**src/rtl/lcd_msg_scheduler.sv**
```systemverilog
// lcd_msg_scheduler: shares one character-LCD controller between several status
// requesters. After reset it runs the power-up init sequence, then serves requests
// round-robin; each grant clears the display and writes one line from a message ROM.
module lcd_msg_scheduler #(
  parameter int NUM_REQ    = 3,
  parameter int MSG_W      = 2,
  parameter int CHARS      = 16,
  parameter int CLEAR_WAIT = 76000
) (
  input  logic                     clk,
  input  logic                     rst_n,
  input  logic [NUM_REQ-1:0]       req,
  input  logic [NUM_REQ*MSG_W-1:0] req_msg,
  output logic [NUM_REQ-1:0]       req_ack,
  output logic                     busy,
  output logic                     init_done,
  output logic [8:0]               lcd_inst,
  output logic                     lcd_valid,
  input  logic                     lcd_ready
);

  localparam int CNT_W = (CLEAR_WAIT > 0) ? $clog2(CLEAR_WAIT + 1) : 1;
  localparam int IDX_W = (CHARS > 1) ? $clog2(CHARS) : 1;
  localparam int PTR_W = (NUM_REQ > 1) ? $clog2(NUM_REQ) : 1;

  localparam logic [CNT_W-1:0] WAIT_LAST = CNT_W'((CLEAR_WAIT > 0) ? CLEAR_WAIT - 1 : 0);
  localparam logic [IDX_W-1:0] IDX_LAST  = IDX_W'(CHARS - 1);

  localparam logic [127:0] MSG0  = "WAITER READY    ";
  localparam logic [127:0] MSG1  = "MOVING FORWARD  ";
  localparam logic [127:0] MSG2  = "MOVING BACKWARD ";
  localparam logic [127:0] MSG3  = "STOPPED         ";
  localparam logic [127:0] BLANK = {16{8'h20}};

  localparam logic [8:0] CLEAR_CMD = 9'h001;

  typedef enum logic [2:0] {
    INIT_CMD,
    INIT_WAIT,
    IDLE,
    CLEAR,
    CLR_WAIT,
    CHAR
  } state_t;

  state_t             state_q, state_d;
  logic [8:0]         inst_q, inst_d;
  logic               valid_q, valid_d;
  logic [NUM_REQ-1:0] ack_q, ack_d;
  logic               init_done_q, init_done_d;
  logic [PTR_W-1:0]   rr_q, rr_d;
  logic [PTR_W-1:0]   winner_q, winner_d;
  logic [MSG_W-1:0]   msg_q, msg_d;
  logic [CNT_W-1:0]   wait_q, wait_d;
  logic [IDX_W-1:0]   idx_q, idx_d;
  logic [1:0]         init_idx_q, init_idx_d;

  logic               wait_done;
  logic               grant_found;
  logic [PTR_W-1:0]   grant_idx;
  logic [PTR_W-1:0]   grant_next;
  logic [MSG_W-1:0]   grant_msg;

  // Power-up commands: function set, display on, entry increment, clear.
  function automatic logic [8:0] init_code(input logic [1:0] i);
    case (i)
      2'd0:    init_code = 9'h038;
      2'd1:    init_code = 9'h00C;
      2'd2:    init_code = 9'h006;
      default: init_code = CLEAR_CMD;
    endcase
  endfunction

  // Message ROM lookup; IDs or positions beyond the stored text read as spaces.
  function automatic logic [7:0] rom_char(input logic [MSG_W-1:0] msg,
                                          input logic [IDX_W-1:0] idx);
    logic [127:0] line;
    logic [127:0] shifted;
    int           m;
    int           k;
    m = int'(msg);
    k = int'(idx);
    line = BLANK;
    if (m == 0)      line = MSG0;
    else if (m == 1) line = MSG1;
    else if (m == 2) line = MSG2;
    else if (m == 3) line = MSG3;
    if (k < 16) begin
      shifted  = line << (8 * k);
      rom_char = shifted[127:120];
    end else begin
      rom_char = 8'h20;
    end
  endfunction

  assign wait_done = (CLEAR_WAIT == 0) || (wait_q == WAIT_LAST);

  // Round-robin search: first asserted request at or above the pointer, wrapping around.
  always_comb begin
    grant_found = 1'b0;
    grant_idx   = '0;
    grant_next  = '0;
    grant_msg   = '0;
    for (int off = 0; off < NUM_REQ; off++) begin
      for (int i = 0; i < NUM_REQ; i++) begin
        if (!grant_found && req[i] && (i == ((int'(rr_q) + off) % NUM_REQ))) begin
          grant_found = 1'b1;
          grant_idx   = PTR_W'(i);
          grant_next  = PTR_W'((i + 1) % NUM_REQ);
          grant_msg   = req_msg[i*MSG_W +: MSG_W];
        end
      end
    end
  end

  // Next-state logic: an instruction is held until accepted, then valid drops for one
  // cycle before the following instruction is loaded.
  always_comb begin
    state_d     = state_q;
    inst_d      = inst_q;
    valid_d     = valid_q;
    ack_d       = '0;
    init_done_d = init_done_q;
    rr_d        = rr_q;
    winner_d    = winner_q;
    msg_d       = msg_q;
    wait_d      = wait_q;
    idx_d       = idx_q;
    init_idx_d  = init_idx_q;

    case (state_q)
      INIT_CMD: begin
        if (!valid_q) begin
          valid_d = 1'b1;
          inst_d  = init_code(init_idx_q);
        end else if (lcd_ready) begin
          valid_d = 1'b0;
          if (init_idx_q == 2'd3) begin
            init_idx_d = 2'd0;
            if (CLEAR_WAIT == 0) begin
              init_done_d = 1'b1;
              state_d     = IDLE;
            end else begin
              state_d = INIT_WAIT;
            end
          end else begin
            init_idx_d = init_idx_q + 2'd1;
          end
        end
      end

      INIT_WAIT: begin
        if (wait_done) begin
          wait_d      = '0;
          init_done_d = 1'b1;
          state_d     = IDLE;
        end else begin
          wait_d = wait_q + 1'b1;
        end
      end

      IDLE: begin
        if (grant_found) begin
          winner_d = grant_idx;
          msg_d    = grant_msg;
          rr_d     = grant_next;
          valid_d  = 1'b1;
          inst_d   = CLEAR_CMD;
          state_d  = CLEAR;
        end
      end

      CLEAR: begin
        if (!valid_q) begin
          valid_d = 1'b1;
          inst_d  = CLEAR_CMD;
        end else if (lcd_ready) begin
          valid_d = 1'b0;
          idx_d   = '0;
          state_d = (CLEAR_WAIT == 0) ? CHAR : CLR_WAIT;
        end
      end

      CLR_WAIT: begin
        if (wait_done) begin
          wait_d  = '0;
          idx_d   = '0;
          valid_d = 1'b1;
          inst_d  = {1'b1, rom_char(msg_q, '0)};
          state_d = CHAR;
        end else begin
          wait_d = wait_q + 1'b1;
        end
      end

      CHAR: begin
        if (!valid_q) begin
          valid_d = 1'b1;
          inst_d  = {1'b1, rom_char(msg_q, idx_q)};
        end else if (lcd_ready) begin
          valid_d = 1'b0;
          if (idx_q == IDX_LAST) begin
            idx_d   = '0;
            state_d = IDLE;
            for (int i = 0; i < NUM_REQ; i++) begin
              if (PTR_W'(i) == winner_q) ack_d[i] = 1'b1;
            end
          end else begin
            idx_d = idx_q + 1'b1;
          end
        end
      end

      default: begin
        state_d = INIT_CMD;
        valid_d = 1'b0;
      end
    endcase
  end

  // State and output registers; reset aborts everything and restarts the init sequence.
  always_ff @(posedge clk or negedge rst_n) begin
    if (!rst_n) begin
      state_q     <= INIT_CMD;
      inst_q      <= 9'h000;
      valid_q     <= 1'b0;
      ack_q       <= '0;
      init_done_q <= 1'b0;
      rr_q        <= '0;
      winner_q    <= '0;
      msg_q       <= '0;
      wait_q      <= '0;
      idx_q       <= '0;
      init_idx_q  <= 2'd0;
    end else begin
      state_q     <= state_d;
      inst_q      <= inst_d;
      valid_q     <= valid_d;
      ack_q       <= ack_d;
      init_done_q <= init_done_d;
      rr_q        <= rr_d;
      winner_q    <= winner_d;
      msg_q       <= msg_d;
      wait_q      <= wait_d;
      idx_q       <= idx_d;
      init_idx_q  <= init_idx_d;
    end
  end

  assign lcd_inst  = inst_q;
  assign lcd_valid = valid_q;
  assign req_ack   = ack_q;
  assign init_done = init_done_q;
  assign busy      = (state_q != IDLE);

endmodule

```
**config.mk**
```make
export PLATFORM = sky130hd
export DESIGN_NAME = lcd_msg_scheduler
export DESIGN_NICKNAME = d
export VERILOG_FILES = /design/src/rtl/lcd_msg_scheduler.sv
export SDC_FILE = /design/constraint.sdc
export NUM_CORES = 1
export LEC_CHECK = 0
export BUFFER_PORTS_ARGS = -buffer_cell sky130_fd_sc_hd__buf_4
export CORE_ASPECT_RATIO = 1.5
export CORE_MARGIN = 3
export CORE_UTILIZATION = 43
export DETAILED_ROUTE_END_ITERATION = 10
export GPL_TIMING_DRIVEN = 0
export SYNTH_ARGS = -nofsm -noshare
export SYNTH_HDL_FRONTEND = slang
export SYNTH_SLANG_ARGS = --single-unit
export TNS_END_PERCENT = 5
```
**constraint.sdc**
```tcl
create_clock -name clk -period 5.3 [get_ports clk]
set_clock_uncertainty 0.1 [all_clocks]
set_input_delay 1.325 -clock clk [delete_from_list [all_inputs] [get_ports clk]]
set_output_delay 1.325 -clock clk [all_outputs]
set_load 0.005 [all_outputs]
```
======== Yosys cells after proc, flatten, opt, wreduce, memory -nomap -nowiden ========
Cells that the tools add are included.
operators by class
  add/sub/neg operators ................... 5
  divide/modulo/power cells ............... 3
  equal/unequal tests ..................... 36
  shift operators ......................... 1
  mux-type cells .......................... 81
  bitwise logic cells ..................... 1
  reductions and logical operators ........ 43
operators with widths
  operator                                             count
  two-way mux 127 bit                                  4
  two-way mux 128 bit                                  2
  << shifter 128 x 7 -> 128 bit                        1
  equality test 2 x 32 -> 1 bit, first input constant  3
  equality test 3 x 32 -> 1 bit, first input constant  3
  logical NOT 32 bit                                   3
  modulo 32 x 3 -> 32 bit, second input constant       2
  two-way mux 2 bit                                    25
  two-way mux 3 bit                                    15
  two-way mux 9 bit                                    5
  case mux 9 bit (5 select lines)                      1
  modulo 3 x 3 -> 32 bit, second input constant        1
  != test 2 bit, second input constant                 14
  two-way mux 4 bit                                    6
  two-way mux 1 bit                                    18
  case mux 3 bit (6 select lines)                      1
  case mux 6 bit (3 select lines)                      1
  adder 17 x 1 -> 17 bit, second input constant        1
  equality test 17 bit, second input constant          1
  logical AND 1 bit                                    17
  two-way mux 17 bit                                   1
  case mux 4 bit (3 select lines)                      1
  AND reduction 6 bit                                  2
  AND reduction 11 bit                                 1
  24 further kinds                                     41
word-level totals
  register bits after elaboration ......... 46
  input port bits ......................... 12
  output and inout port bits .............. 15
  logic and storage cells ................. 181

======== Logic depth before layout (Yosys ltp) ========
  depth after elaboration ................. 38
  mapped depth ............................ 9
  depth with buffers taken out ............ 9

======== Worst setup path before layout ========
OpenSTA, ideal clock, no wires.
  path kind ............................... input port to flip-flop
  start point ............................. input req[0]
  end point ............................... register inst_q[0] (netlist: lcd_inst[0])
  setup time .............................. 0.125 ns
  arrival time ............................ 2.831 ns
  required time ........................... 5.075 ns
  path slack .............................. 2.244 ns
  cell stages on the path ................. 6
  buffers on the path ..................... 1
  path through ............................ nor3_4 -> nor3_4 -> or4_4 -> or2_1 -> buf_6 -> mux2_4
between the ends
  cells in the longest elaborated chain, start to end .. 36
RTL lines
  item                                    RTL line  RTL
  start: declaration                      12        input logic [NUM_REQ-1:0] req,
  logical AND 1 bit                       106       if (!grant_found && req[i] && (i == ((int'(rr_q) + off) % NUM_REQ))) begin
  two-way mux 1 bit                       106
  logical NOT 1 bit                       106
  logical AND 1 bit (2 in series)         106
  two-way mux 1 bit                       106
  logical NOT 1 bit                       106
  logical AND 1 bit (2 in series)         106
  two-way mux 1 bit                       106
  [16 not listed]                         -
  logical NOT 1 bit                       106
  logical AND 1 bit (2 in series)         106
  two-way mux 1 bit *                     106
  logical NOT 1 bit                       106
  logical AND 1 bit (2 in series)         106
  two-way mux 1 bit *                     106
  != test 2 bit (no source line) *        -
  AND reduction 6 bit (no source line) *  -
  end signal: assignment                  237       inst_q <= inst_d;
  end: declaration                        47        logic [8:0] inst_q, inst_d;
Mark *: on every way between the ends. The rest lies on a longest branch, timed or not.
A chain may end at the register's enable or synchronous reset.

======== Worst setup path in the final report ========
Ends and elaborated chain as after synthesis.

==> results.ini <==
[placed_design]
place_inst=499
placed_area_um2=3570
dp_slack_ns=1.98
gp_congestion=0.961
hpwlAfterDp_mm=6.36
io_buffers=25

[sta]
tns_ns=0
fin_crit_sh=0.564
slew_violations=0
hold_violations=0
rsz0062_at_grt=false
max-slew-margin-rel=0.221
finalSetupViolations=0
hold_ws_ns=0.384
timing.fmax_ghz=0.334
worst_slew_pin_slew_ns=1.16
setup_slack_ns=2.31
period_needed_ns=2.99

[grt]
grt_start_max_net_pins=45
antenna_found_initial=0
grt_pass1_vias=2953
overflow=0
grtUsageTotal=0.201
grt_pass1_wl_mm=14.1

[synth]
synth_warnings=0
syn_nets=403
ys.flop_type=dfrtp_1
synth-seq-cells=44
yosysUniqueCellTypes=70
syn_inst=374
synth-edff-count=0
synth_area_um2=3250
synth_top_area_share=0.338
avgSynthCellArea_um2=8.70
ys_seq_area_frac=0.338
synth_top_area_cell=dfrtp_1
ys_top_cells_by_area=dfrtp_1 (34%), ha_1 (6.5%), nand2_1 (4.0%)
async_flop_share=1.00

[critical_path]
arrival_ns=3.09
endpoint_kind=flip-flop
crit_path_max_fanout=10
worst-setup-path-type=primary input to flip-flop
cp.required_ns=5.40
startpoint_type=primary input

[floorplanning]
rows=38
io_pins=27
dieArea_um2=8670
die_x_um=77.0
initial_core_util=0.447
core-area_um2=7270
die_h_um=113

[drt]
drtIter0Drc=152
vias=2928
drt-pass1-iter-count=5
ant_nets=0
post_drt_wl_per_cell_um=16.7
drt_wl_total_mm=8.46
drc_errors=0
routed_via_density=5.78

[cts]
clockBufferDepth=2
cts_tree=yes
cts_setup_buffers=0
cts-root-buf=clkbuf_8
cts.sinks=44
cts-htree-levels=2
ctsHoldBuffers=0
numCtsBuffers=5
clock_latency_ns=0.30
cts_resized=0
cts.clk_slew.worst_paths_ns=0.08

[final_layout]
insertedDiodeCount=0
utilization=0.503
num-nets-final=435
syn_to_final_growth_pct=12.4
fillers=703
design_area_um2=3660
drive_gt1_frac=0.123
final_cell_count_no_fill=507

[power_and_ir_drop]
powerDensity_nw_per_um2=462
irDropWorstVdd_v=0.000238
power_leakage_nw=1.51
power_mw=1.69

[hold_path]
hold_class=flip-flop to flip-flop

[status]
outcome=completed

[run]
cap_violations=0

[layer usage]
| layer | GRT usage | up-vias | part of all wire |
|---|---|---|---|
| met2 | 0.378 | 64 | 0.55 |
| met3 | 0.0273 | 23 | 0.027 |
| met4 | 0.102 | 0 | 0.038 |
| met5 | 0 | - | 0 |
| li1 | - | 1432 | - |
| met1 | 0.217 | 1409 | 0.39 |
[Yosys cell counts (4+ instances only)]
cell type	number
o22ai_1	4
xnor2_1	13
clkbuf_1	14
nor4_1	7
nor3_1	10
o21ai_0	19
xor2_1	6
and3_1	4
nand3_1	11
nor2b_1	8
inv_1	19
a221oi_1	6
ha_1	17
dfrtp_1	44
a31oi_1	4
nand2_1	35
nor3b_1	6
nand4_1	4
nor2_1	31
nand2b_1	6
o211ai_1	7
o31ai_1	4
a211oi_1	6
a21oi_1	13
[cell families after synthesis]
kind of cell | after synthesis | share of synthesized area
compound gates | 96 | 0.208
xor+xnor | 19 | 0.0511
fa+ha+maj | 18 | 0.0684
buf+inv | 43 | 0.0588
flops | 44 | 0.338
mux | 6 | 0.0231
other cells | 1 | 0.00115
simple gates | 147 | 0.251
[critical path, stage by stage]
cell and delay [ns]:
buf_4 0.14, nor3_4 0.24, nor3_4 0.11, or4_4 0.59, or2_1 0.24, buf_6 0.14
mux2_4 0.29
[final timing paths]
path	startpoint	to	slack (ns)	cells after the start
max	req[0]	lcd_inst[0]	2.31	7
min	wait_q[4]	wait_q[4]	0.38	1
max reg2reg	idx_q[0]	lcd_inst[0]	2.57	6
min reg2reg	wait_q[4]	wait_q[4]	0.38	1
max in group asynchronous	rst_n	idx_q[2]	3.80	1
min in group asynchronous	rst_n	lcd_inst[3]	0.90	1
[area by class of cell]
type	instances	area, um^2	share of cell area
Multi-Input combinational cell	287	1960	0.536
Sequential cell	44	1100	0.301
Timing Repair Buffer	25	188	0.0513
Tap cell	100	125	0.0342
Buffer	23	116	0.0318
Clock buffer	8	90.1	0.0246
Inverter	20	75.1	0.0205
[cell usage in the layout, fill, tap and decap left out, types with 4 or more instances in the layout]
cell	instances
dfrtp_1	44
clkbuf_8	6
ha_1	17
nor3_1	10
a21oi_1	13
a221oi_1	6
and3_1	4
o22ai_1	4
nand2_1	35
nor2b_1	8
o211ai_1	7
nor2_1	31
nor3b_1	6
a31oi_1	4
nor4_1	7
buf_4	26
xor2_1	6
nand2b_1	6
clkbuf_1	16
a211oi_1	6
nand3_1	11
o31ai_1	4
o21ai_0	19
nand4_1	4
xnor2_1	13
inv_1	19
[flip-flops by register name, summed over array words and instances, names as in the netlist]
register	cells
lcd_valid	1
winner_q	2
rr_q	1
state_q	3
wait_q	17
msg_q	2
idx_q	4
init_idx_q	2
req_ack	3
init_done	1
lcd_inst	8
[report_power, final]
part           switching, mW  internal (mW)  total (mW)
registers             0.0772          0.428       0.505
clock network          0.115          0.106       0.221
logic                  0.560          0.404       0.964
Note: power is estimated with default switching activity, not from simulation.
